$ cat config.mk
export PLATFORM = sky130hd
export DESIGN_NAME = traffic_seq_ctrl
export DESIGN_NICKNAME = d
export VERILOG_FILES = /design/src/rtl/traffic_pkg.sv /design/src/rtl/sync2.sv /design/src/rtl/traffic_seq_ctrl.sv
export SDC_FILE = /design/constraint.sdc
export NUM_CORES = 1
export LEC_CHECK = 0
export CAP_MARGIN = 25
export CORE_ASPECT_RATIO = 0.8
export CORE_MARGIN = 3
export CORE_UTILIZATION = 40
export DETAILED_ROUTE_END_ITERATION = 6
export GPL_ROUTABILITY_DRIVEN = 0
export GPL_TIMING_DRIVEN = 0
export PLACE_DENSITY_LB_ADDON = 0.12
export SYNTH_ARGS = -nofsm -noshare
export SYNTH_HDL_FRONTEND = slang
export SYNTH_SLANG_ARGS = --single-unit
$ cat constraint.sdc
create_clock -name clk -period 3.1 [get_ports clk]
set_clock_uncertainty 0.05 [all_clocks]
set_input_delay 0.62 -clock clk [delete_from_list [all_inputs] [get_ports clk]]
set_output_delay 0.62 -clock clk [all_outputs]
set_load 0.02 [all_outputs]
$ cat src/rtl/traffic_pkg.sv
// Shared types and constants for the traffic-light sequencer: register map,
// FSM encodings and the wait-value payload.
package traffic_pkg;

    localparam int unsigned WAIT_W = 3;
    localparam int unsigned ADDR_W = 2;

    localparam logic [ADDR_W-1:0] A_T_R_WAIT = 2'h0;
    localparam logic [ADDR_W-1:0] A_T_G_WAIT = 2'h1;

    typedef enum logic [2:0] {
        F_IDLE,
        F_REQ_R,
        F_REL_R,
        F_REQ_G,
        F_REL_G
    } fetch_state_t;

    typedef enum logic [1:0] {
        L_RED,
        L_GREEN,
        L_YELLOW
    } light_state_t;

    typedef struct packed {
        logic [WAIT_W-1:0] r_wait;
        logic [WAIT_W-1:0] g_wait;
    } waits_t;

    // A programmed wait of zero still lasts one time unit.
    function automatic logic [WAIT_W-1:0] eff_wait(input logic [WAIT_W-1:0] w);
        return (w == '0) ? WAIT_W'(1) : w;
    endfunction

endpackage

$ cat src/rtl/sync2.sv
// Two-flop synchronizer for a single-bit level crossing into the clk domain.
module sync2 (
    input  logic clk,
    input  logic n_rst,
    input  logic d,
    output logic q
);

    logic meta;

    always_ff @(posedge clk or negedge n_rst) begin
        if (!n_rst) begin
            meta <= 1'b0;
            q    <= 1'b0;
        end else begin
            meta <= d;
            q    <= meta;
        end
    end

endmodule

$ cat src/rtl/traffic_seq_ctrl.sv
// Traffic-light sequencer: fetches red/green waits from the SPI register file
// over a 4-phase handshake and runs RED -> GREEN -> YELLOW off a prescaled tick.
module traffic_seq_ctrl
    import traffic_pkg::*;
#(
    parameter int unsigned       TICK_DIV  = 1000,
    parameter int unsigned       YELLOW_T  = 2,
    parameter logic [WAIT_W-1:0] RED_DEF   = 3'd5,
    parameter logic [WAIT_W-1:0] GREEN_DEF = 3'd4
) (
    input  logic              clk,
    input  logic              n_rst,
    input  logic              done,
    input  logic              ren_ack,
    input  logic [WAIT_W-1:0] r_data,
    output logic              done_sync2,
    output logic              r_en,
    output logic [ADDR_W-1:0] r_addr,
    output logic              red,
    output logic              yellow,
    output logic              green
);

    localparam int unsigned     PS_W      = (TICK_DIV > 1) ? $clog2(TICK_DIV) : 1;
    localparam logic [PS_W-1:0] PS_MAX    = PS_W'(TICK_DIV - 1);
    localparam waits_t          DEF_WAITS = '{r_wait: RED_DEF, g_wait: GREEN_DEF};

    logic              ren_s2;
    logic              done_s2;
    logic              done_prev;
    logic              pending;
    fetch_state_t      f_state, f_next;
    logic              r_en_nxt;
    logic [ADDR_W-1:0] r_addr_nxt;
    logic              cap_red, cap_green;
    waits_t            shadow, active;
    logic [PS_W-1:0]   ps_cnt;
    logic              tick_c;
    light_state_t      l_state, l_next;
    logic [WAIT_W-1:0] unit_cnt, unit_nxt, phase_len_c;

    sync2 u_ren_sync  (.clk(clk), .n_rst(n_rst), .d(ren_ack), .q(ren_s2));
    sync2 u_done_sync (.clk(clk), .n_rst(n_rst), .d(done),    .q(done_s2));

    assign done_sync2 = done_s2;

    // A done edge arriving mid-fetch re-arms pending for one extra fetch.
    always_ff @(posedge clk or negedge n_rst) begin
        if (!n_rst) begin
            done_prev <= 1'b0;
            pending   <= 1'b0;
        end else begin
            done_prev <= done_s2;
            if (done_s2 && !done_prev) begin
                pending <= 1'b1;
            end else if (f_state == F_IDLE && pending) begin
                pending <= 1'b0;
            end
        end
    end

    always_comb begin
        f_next     = f_state;
        r_en_nxt   = r_en;
        r_addr_nxt = r_addr;
        cap_red    = 1'b0;
        cap_green  = 1'b0;
        case (f_state)
            F_IDLE: if (pending) begin
                f_next     = F_REQ_R;
                r_addr_nxt = A_T_R_WAIT;
                r_en_nxt   = 1'b1;
            end
            F_REQ_R: if (ren_s2) begin
                cap_red  = 1'b1;
                r_en_nxt = 1'b0;
                f_next   = F_REL_R;
            end
            F_REL_R: if (!ren_s2) begin
                r_addr_nxt = A_T_G_WAIT;
                r_en_nxt   = 1'b1;
                f_next     = F_REQ_G;
            end
            F_REQ_G: if (ren_s2) begin
                cap_green = 1'b1;
                r_en_nxt  = 1'b0;
                f_next    = F_REL_G;
            end
            F_REL_G: if (!ren_s2) begin
                f_next = F_IDLE;
            end
            default: begin
                f_next   = F_IDLE;
                r_en_nxt = 1'b0;
            end
        endcase
    end

    always_ff @(posedge clk or negedge n_rst) begin
        if (!n_rst) begin
            f_state <= F_IDLE;
            r_en    <= 1'b0;
            r_addr  <= A_T_R_WAIT;
            shadow  <= DEF_WAITS;
        end else begin
            f_state <= f_next;
            r_en    <= r_en_nxt;
            r_addr  <= r_addr_nxt;
            if (cap_red)   shadow.r_wait <= r_data;
            if (cap_green) shadow.g_wait <= r_data;
        end
    end

    assign tick_c = (ps_cnt == PS_MAX);

    always_ff @(posedge clk or negedge n_rst) begin
        if (!n_rst) begin
            ps_cnt <= '0;
        end else begin
            ps_cnt <= tick_c ? '0 : ps_cnt + PS_W'(1);
        end
    end

    always_comb begin
        l_next      = l_state;
        unit_nxt    = unit_cnt;
        phase_len_c = eff_wait(active.r_wait);
        case (l_state)
            L_GREEN:  phase_len_c = eff_wait(active.g_wait);
            L_YELLOW: phase_len_c = WAIT_W'(YELLOW_T);
            default:  phase_len_c = eff_wait(active.r_wait);
        endcase
        if (tick_c) begin
            if (unit_cnt + WAIT_W'(1) == phase_len_c) begin
                unit_nxt = '0;
                case (l_state)
                    L_RED:   l_next = L_GREEN;
                    L_GREEN: l_next = L_YELLOW;
                    default: l_next = L_RED;
                endcase
            end else begin
                unit_nxt = unit_cnt + WAIT_W'(1);
            end
        end
    end

    // New waits apply only on YELLOW -> RED, so a running phase is never altered.
    always_ff @(posedge clk or negedge n_rst) begin
        if (!n_rst) begin
            l_state  <= L_RED;
            unit_cnt <= '0;
            active   <= DEF_WAITS;
            red      <= 1'b1;
            yellow   <= 1'b0;
            green    <= 1'b0;
        end else begin
            l_state  <= l_next;
            unit_cnt <= unit_nxt;
            if (l_state == L_YELLOW && l_next == L_RED) begin
                active <= shadow;
            end
            red    <= (l_next == L_RED);
            yellow <= (l_next == L_YELLOW);
            green  <= (l_next == L_GREEN);
        end
    end

endmodule

Word-level counts from Yosys, hierarchy flattened. Index checks and enable logic that the tools add are counted. Widths: inputs -> output; s select.

Bits in registers: 42. Bits of input ports: 7. Output and inout port bits: 7. Logic and storage cells: 79.

Add/subtract/negate cells: 2. Eq/ne operators: 16. Multiplexer cells: 26. Bitwise operators: 1. Reductions and logical operators: 15.

Operator list (number): $mux 3 (8); $pmux 3 s5 (1); $add 10x1->10 const B (1); $eq 10x10->1 const B (1); $mux 10 (1); $logic_not 3->1 (3); $mux 1 (8); $mux 2 (4); $pmux 2 s2 (2); $eq 3x2->1 const B (2); $ne 2x1->1 const B (3); $ne 2x2->1 const B (3); $pmux 3 s2 (1); $reduce_and 5->1 (1); $eq 2x1->1 const B (2); $eq 2x2->1 const B (2); $logic_not 2->1 (2); $pmux 1 s4 (1); $reduce_and 4->1 (1); $reduce_bool 2->1 (2); $add 3x1->3 const B (1); $eq 3x1->1 const B (1); $eq 3x3->1 (1); $eq 3x3->1 const B (1); 5 further kinds (7).

Logic depth before layout (Yosys ltp). Gate-level depths: netlist of the first run.

Word-level depth: 8. Mapped depth: 8. Depth with buffers taken out: 7.

Hierarchy. A second synthesis of the first run with hierarchy kept.

Cell total of the unflattened synthesis: 210. Area total of the unflattened synthesis: 2117.0 um^2.

By module, submodules not included: traffic_seq_ctrl (times used 1, cells an instance 206, area each 2016.9 um^2); sync2 (times used 2, cells an instance 2, area each 50.0 um^2).

Least setup slack after synthesis of the first run. No wires, ideal clock.

Path type: flip-flop to flip-flop. Start point: register l_state[0]. End point: register unit_cnt[2]. Library setup time: 0.118 ns. Data arrival time: 2.003 ns. Data required time: 2.932 ns. Path slack: 0.929 ns. Cell stages (with the launch flop): 9. Clock period less this slack: 2.171 ns. Cell sequence: dfrtp_1 > inv_1 > ha_1 > nor2b_1 > a31oi_1 > xnor2_1 > clkbuf_1 > a32oi_1 > a21o_1.

Cells in the longest elaborated chain, start to end: 4. Elaborated cells between the ends (all ways): 5. Those cells by class: 3 x eq/ne; 2 x mux.

RTL lines: start, declared (RTL line traffic_seq_ctrl.sv:39) `light_state_t l_state, l_next;`; start signal, assigned (RTL line traffic_seq_ctrl.sv:157) `l_state <= l_next;`; $eq 2x2->1 / $eq 2x1->1 (equally long branches); $pmux 3 s2 * (RTL line traffic_seq_ctrl.sv:128) `case (l_state)`; $eq 3x3->1 * (RTL line traffic_seq_ctrl.sv:134) `if (unit_cnt + WAIT_W'(1) == phase_len_c) begin`; $mux 3 * (RTL line traffic_seq_ctrl.sv:134); end signal, assigned (RTL line traffic_seq_ctrl.sv:158) `unit_cnt <= unit_nxt;`; end, declared (RTL line traffic_seq_ctrl.sv:40) `logic [WAIT_W-1:0] unit_cnt, unit_nxt, phase_len_c;`.

Mark *: on every way between the ends. The rest lies on a longest branch, timed or not. A chain may end at the register's enable or synchronous reset.

Worst setup path after layout of the first run. Ends and elaborated chain as after synthesis.

==> impl_metrics.env, run 1 <==
export IMPL_grt_usage=0.1438
export IMPL_rsz0062_at_grt="no"
export IMPL_dieArea_um2=6227
export IMPL_synth_avg_cell_area_um2=10.31
export IMPL_status="finished clean"
export IMPL_syn_area_um2=2125
export IMPL_cts_root_buf="clkbuf_8"
export IMPL_cts_buffers=5
export IMPL_syn2layout_area_growth_pct=14.72
export IMPL_vdd_drop_max_mv=0.3006
export IMPL_power_share_switching=0.2722
export IMPL_ys_seq_area_frac=0.4870
export IMPL_cp_max_fo=10
export IMPL_synth_fa_ha_area_frac=0.02945
export IMPL_fin_crit_sh=0.8585
export IMPL_p_sw_mw=0.3774
export IMPL_ant_nets=0
export IMPL_power_per_cell_area_nw_per_um2=568.9
export IMPL_ctsLongestPathBuffers=2
export IMPL_syn_inst=206
export IMPL_overflow=0
export IMPL_grt_max_degree=42
export IMPL_p_leak_nw=1.013
export IMPL_syn_num_nets=218
export IMPL_yosys_warnings=0
export IMPL_start_util=0.4195
export IMPL_rows=23
export IMPL_vias_per_cell=5.545
export IMPL_tns_ns=0
export IMPL_synth_top_family_by_area="simple AND/OR/NAND/NOR gates"
export IMPL_ys_seq_elements=41
export IMPL_routed_wl_um=4126
export IMPL_slew_headroom=0.3931
export IMPL_dr_first_iter_drc_count=143
export IMPL_drv_slew=0
export IMPL_max_freq_mhz=375.8
export IMPL_crit_start="l_state[0]"
export IMPL_yosys_area_share_xor_xnor=0.04064
export IMPL_antenna_found_initial=0
export IMPL_insertion_delay_ns=0.29
export IMPL_path_class="reg2reg"
export IMPL_cp_start_kind="flop"
export IMPL_post_cts_setup_buffers=0
export IMPL_synth_cell_types=50
export IMPL_final_cells=288
export IMPL_tightestPinTransition_ns=0.9103
export IMPL_crit_required_ns=3.23
export IMPL_min_path_type="reg2reg"
export IMPL_cts_tree="done"
export IMPL_cts_resized=0
export IMPL_fillers=457
export IMPL_place_inst=280
export IMPL_h_tree_depth=2
export IMPL_async_flop_share=1.000
export IMPL_postCtsHoldBufs=0
export IMPL_synthFlopType="dfrtp_1"
export IMPL_power_frac_clock=0.325
export IMPL_rr_startpoint="l_state[0]"
export IMPL_worstHoldStart="u_done_sync.meta"
export IMPL_die_h_um=71.19
export IMPL_floorplan_die_width_um=87.48
export IMPL_wl_per_cell_um=14.33
export IMPL_cts_sinks=41
export IMPL_design_core_area_um2=5065
export IMPL_pwr_share_seq=0.500
export IMPL_grt_pass1_wl_um=6996
export IMPL_layout_drive_gt1_share=0.1504
export IMPL_fin_crit_ns=2.661
export IMPL_dp_final_hpwl_um=2902
export IMPL_cp_arrival_ns=2.80
export IMPL_setup_viol=0
export IMPL_cp_end_kind="flop"
export IMPL_drcViolationCount=0
export IMPL_hold_viol_final=0
export IMPL_synth_compound_area_frac=0.1561
export IMPL_portBuffers=12
export IMPL_vias=1597
export IMPL_synth_simple_gate_area_frac=0.1885
export IMPL_maxCapViolations=0
export IMPL_synth_edf_count=0
export IMPL_diodes=0
export IMPL_clkTransAtPathRegs_ns=0.08
export IMPL_power_frac_comb=0.175
export IMPL_synthMuxAreaShare=0.06066
export IMPL_nets=237
export IMPL_io_pins=14
export IMPL_drtPass1Iterations=4
export IMPL_power_internal_mw=1.009
export IMPL_grt_pass1_vias=1475
==> final timing paths <==
check	slack, ns	cells past startpoint	endpoint
worst max-delay path	0.44	8	unit_cnt[2]
max in group asynchronous	2.03	1	r_addr[0]
worst max register to register	0.44	8	unit_cnt[2]
worst min-delay path	0.31	0	u_done_sync.q
min in group asynchronous	0.40	1	active[0]
worst min register to register	0.31	0	u_done_sync.q
==> placed cells by master (no fill, tap or decap), types with 2 or more instances in the layout <==
| cell | instances |
|---|---|
| clkbuf_1 | 5 |
| clkbuf_8 | 6 |
| mux2_2 | 6 |
| o21ai_0 | 6 |
| xor2_1 | 4 |
| nor3_1 | 2 |
| nand3_2 | 2 |
| dfstp_2 | 7 |
| or3_1 | 2 |
| mux2_4 | 2 |
| ha_1 | 5 |
| and2_1 | 2 |
| clkdlybuf4s50_1 | 11 |
| a21oi_1 | 8 |
| nand4_1 | 8 |
| nor2b_1 | 8 |
| inv_1 | 7 |
| o31ai_1 | 2 |
| nor2_1 | 14 |
| xnor2_1 | 4 |
| o211ai_1 | 6 |
| a21o_1 | 2 |
| mux2i_1 | 2 |
| nand2b_1 | 4 |
| nand3_1 | 5 |
| a31oi_1 | 2 |
| buf_2 | 2 |
| nand2_1 | 28 |
| dfrtp_1 | 34 |
| a32o_1 | 6 |
==> kinds of logic (layout without fill, tap and decap cells) <==
logic type	Yosys count	count (layout)
simple gates	78	78
other cells	1	1
fa+ha+maj	5	5
xor+xnor	9	9
mux	11	11
buf+inv	17	37
flops	41	41
compound gates	44	44
==> cell usage after synthesis, drive strengths merged, types with 4 or more instances <==
master,instances,area share
a21oi,8,0.019
a32o,6,0.028
buf,4,0.013
clkbuf,5,0.0088
dfrtp,34,0.40
dfstp,7,0.087
ha,5,0.029
inv,8,0.014
mux2,9,0.051
nand2,28,0.049
nand2b,4,0.012
nand3,7,0.021
nand4,8,0.024
nor2,14,0.025
nor2b,8,0.024
o211ai,6,0.021
o21ai,6,0.014
xnor2,5,0.024
xor2,4,0.016
==> per-stage QoR <==
stage                     hold WS (ns)    util  total power, mW  setup WS [ns]  instance area, µm²
final                           0.3055  0.4812            1.386         0.4388                2437
after detailed placement        0.2905  0.4575           0.9493         0.5423                2317
after floorplan                 0.2744       -           0.8596         0.9285                2125
after global routing            0.3134  0.4812            1.468         0.2407                2437
after global placement          0.2827  0.4585           0.9352         0.3438                2322
after CTS                       0.3089  0.4812            1.403         0.4893                2437
==> worst max-delay path, cell delays in order, from the launching register on <==
cell and delay, ns:
dfrtp_1 0.43, inv_1 0.10, ha_1 0.39, nor2b_1 0.14, a31oi_1 0.06, xnor2_1 0.56
clkbuf_1 0.46, a32oi_1 0.19, a21o_1 0.18
==> registers in the layout (all words and copies together), names as in the netlist, 2 cells and up <==
| register | cells |
|---|---|
| l_state | 2 |
| unit_cnt | 3 |
| ps_cnt | 10 |
| shadow | 6 |
| f_state | 3 |
| active | 6 |
==> power groups by stage <==
stage | sequential, mW | clock [mW] | combinational, mW
floorplan | 0.696 | 0 | 0.163
global placement | 0.700 | 0 | 0.235
detailed placement | 0.704 | 0 | 0.245
CTS | 0.694 | 0.463 | 0.246
global route | 0.707 | 0.489 | 0.271
finish | 0.694 | 0.450 | 0.243
==> routing by layer <==
layer  up-vias  GRT usage  part of all wire
met5         -          0                 0
met4         0    0.05451             0.018
met3         9    0.04540             0.039
met2        25     0.2107              0.46
met1       789     0.1988              0.48
li1        774          -                 -
==> area by class of cell <==
| class | instances | area, µm² | share of cell area |
|---|---|---|---|
| Inverter | 8 | 30.03 | 0.01232 |
| Sequential cell | 41 | 1035 | 0.4245 |
| Timing Repair Buffer | 12 | 115.1 | 0.04723 |
| Buffer | 9 | 46.29 | 0.01899 |
| Multi-Input combinational cell | 148 | 1013 | 0.4158 |
| Clock buffer | 6 | 82.58 | 0.03388 |
| Clock inverter | 2 | 37.54 | 0.01540 |
| Tap cell | 62 | 77.57 | 0.03183 |
Note: power is estimated with default switching activity, not from simulation.
==> inputs of run 2 (changes only) <==
- PLACE_DENSITY_LB_ADDON: 0.12 -> default
- TNS_END_PERCENT: default -> 5
==> impl_metrics.env, run 2 (synthesis results as in run 1) <==
export IMPL_status="finished clean"
export IMPL_ant_nets=0
export IMPL_nets=238
export IMPL_tightestPinTransition_ns=0.6573
export IMPL_syn2layout_area_growth_pct=15.49
export IMPL_final_core_util=0.4844
export IMPL_seqCellArea_um2=1035
export IMPL_io_pins=14
export IMPL_diodes=0
export IMPL_layout_drive_gt1_share=0.1498
export IMPL_floorplan_die_width_um=87.48
export IMPL_vias=1570
export IMPL_max_freq_mhz=374.8
export IMPL_final_cell_area_um2=2454
export IMPL_cp_arrival_ns=2.80
export IMPL_grt_max_degree=30
export IMPL_largest_reg_flops=10
export IMPL_grt_pass1_vias=1418
export IMPL_mostFrequentLayoutCell="dfrtp_1"
export IMPL_crit_required_ns=3.23
export IMPL_p_leak_nw=1.023
export IMPL_drcViolationCount=0
export IMPL_vias_per_cell=5.433
export IMPL_setup_viol=0
export IMPL_postCtsHoldBufs=0
export IMPL_maxCapViolations=0
export IMPL_rr_startpoint="l_state[0]"
export IMPL_dr_first_iter_drc_count=158
export IMPL_path_class="reg2reg"
export IMPL_portBuffers=12
export IMPL_tns_ns=0
export IMPL_drv_slew=0
export IMPL_cp_max_fo=10
export IMPL_vdd_drop_max_mv=0.3047
export IMPL_clkTransAtPathRegs_ns=0.08
export IMPL_rr_endpoint="unit_cnt[2]"
export IMPL_fillers=460
export IMPL_cts_resized=0
export IMPL_pre_cts_ws_ns=0.4591
export IMPL_dp_final_hpwl_um=2878
export IMPL_reg2reg_depth=8
export IMPL_dpl_instance_area_um2=2337
export IMPL_power_mw=1.384
export IMPL_ctsLongestPathBuffers=2
export IMPL_post_cts_setup_buffers=0
export IMPL_antenna_found_initial=0
export IMPL_design_core_area_um2=5065
export IMPL_fin_crit_ns=2.668
export IMPL_multi_input_area_um2=1013
export IMPL_cp_end_kind="flop"
export IMPL_h_tree_depth=2
export IMPL_rrSetupSlack_ns=0.43
export IMPL_drtPass1Iterations=4
export IMPL_start_util=0.4195
export IMPL_slew_headroom=0.5587
export IMPL_rows=23
export IMPL_cp_start_kind="flop"
export IMPL_hold_viol_final=0
export IMPL_fin_crit_sh=0.8607
export IMPL_cts_sinks=41
export IMPL_die_h_um=71.19
export IMPL_regMostFlops="ps_cnt"
export IMPL_cts_tree="done"
export IMPL_cts_root_buf="clkbuf_8"
export IMPL_dieArea_um2=6227
export IMPL_setup_ws_ns=0.4317
export IMPL_cts_buffers=5
export IMPL_grt_usage=0.1436
export IMPL_power_per_cell_area_nw_per_um2=564.1
export IMPL_overflow=0
export IMPL_final_cell_mix="dfrtp_1 (34), nand2_1 (28), nor2_1 (14), clkdlybuf4s50_1 (11)"
export IMPL_top_regs="ps_cnt x10, active x6, shadow x6"
export IMPL_min_path_type="in2async"
export IMPL_grt_pass1_wl_um=6989
export IMPL_routed_wl_um=4161
export IMPL_insertion_delay_ns=0.29
export IMPL_wl_per_cell_um=14.40
export IMPL_rsz0062_at_grt="no"
[run 2: cell types whose count changed in the layout (fill, tap and decap cells not counted), sizes merged]
cell      delta
clkbuf       +1
buf          +1
clkinvlp     -1
[run 2: power breakdown]
| group | internal [mW] | leakage, nW | switching [mW] | total, mW |
|---|---|---|---|---|
| Sequential | 0.629 | 0.505 | 0.0720 | 0.701 |
| Clock | 0.263 | 0.0585 | 0.178 | 0.441 |
| Combinational | 0.121 | 0.460 | 0.121 | 0.242 |
[run 2: critical path: stages, from the launching register on]
cell and delay [ns]:
dfrtp_1 0.41, inv_1 0.10, ha_1 0.41, nor2b_1 0.14
a31oi_1 0.06, xnor2_1 0.57, clkbuf_1 0.47, a32oi_1 0.18
a21o_1 0.18
[run 2: worst max-delay path by stage]
| stage | from | end | cells after the start |
|---|---|---|---|
| after CTS | l_state[0] | unit_cnt[2] | 8 |
| after floorplan | l_state[0] | unit_cnt[2] | 8 |
| after detailed placement | l_state[0] | unit_cnt[2] | 8 |
| after global placement | n_rst | l_state[1] | 1 |
| final | l_state[0] | unit_cnt[2] | 8 |
| after global routing | l_state[0] | unit_cnt[2] | 8 |
[run 2: layout make-up]
class	instances	share of cell area
Timing Repair Buffer	13	0.05507
Buffer	9	0.01887
Inverter	8	0.01224
Sequential cell	41	0.4217
Clock buffer	7	0.03519
Clock inverter	1	0.01224
Tap cell	62	0.03162
Multi-Input combinational cell	148	0.4131
[run 2: metal layers]
| metal | part of all wire | GRT usage |
|---|---|---|
| met5 | 0 | 0 |
| met4 | 0.0089 | 0.04089 |
| met3 | 0.069 | 0.04773 |
| met2 | 0.41 | 0.1856 |
| met1 | 0.51 | 0.2245 |
[run 2: stage by stage]
stage,hold slack [ns],instances
2_1_floorplan,0.2744,206
3_3_place_gp,0.2849,280
3_5_place_dp,0.2856,281
4_1_cts,0.1686,289
5_1_grt,0.1714,289
6_report,0.1663,289
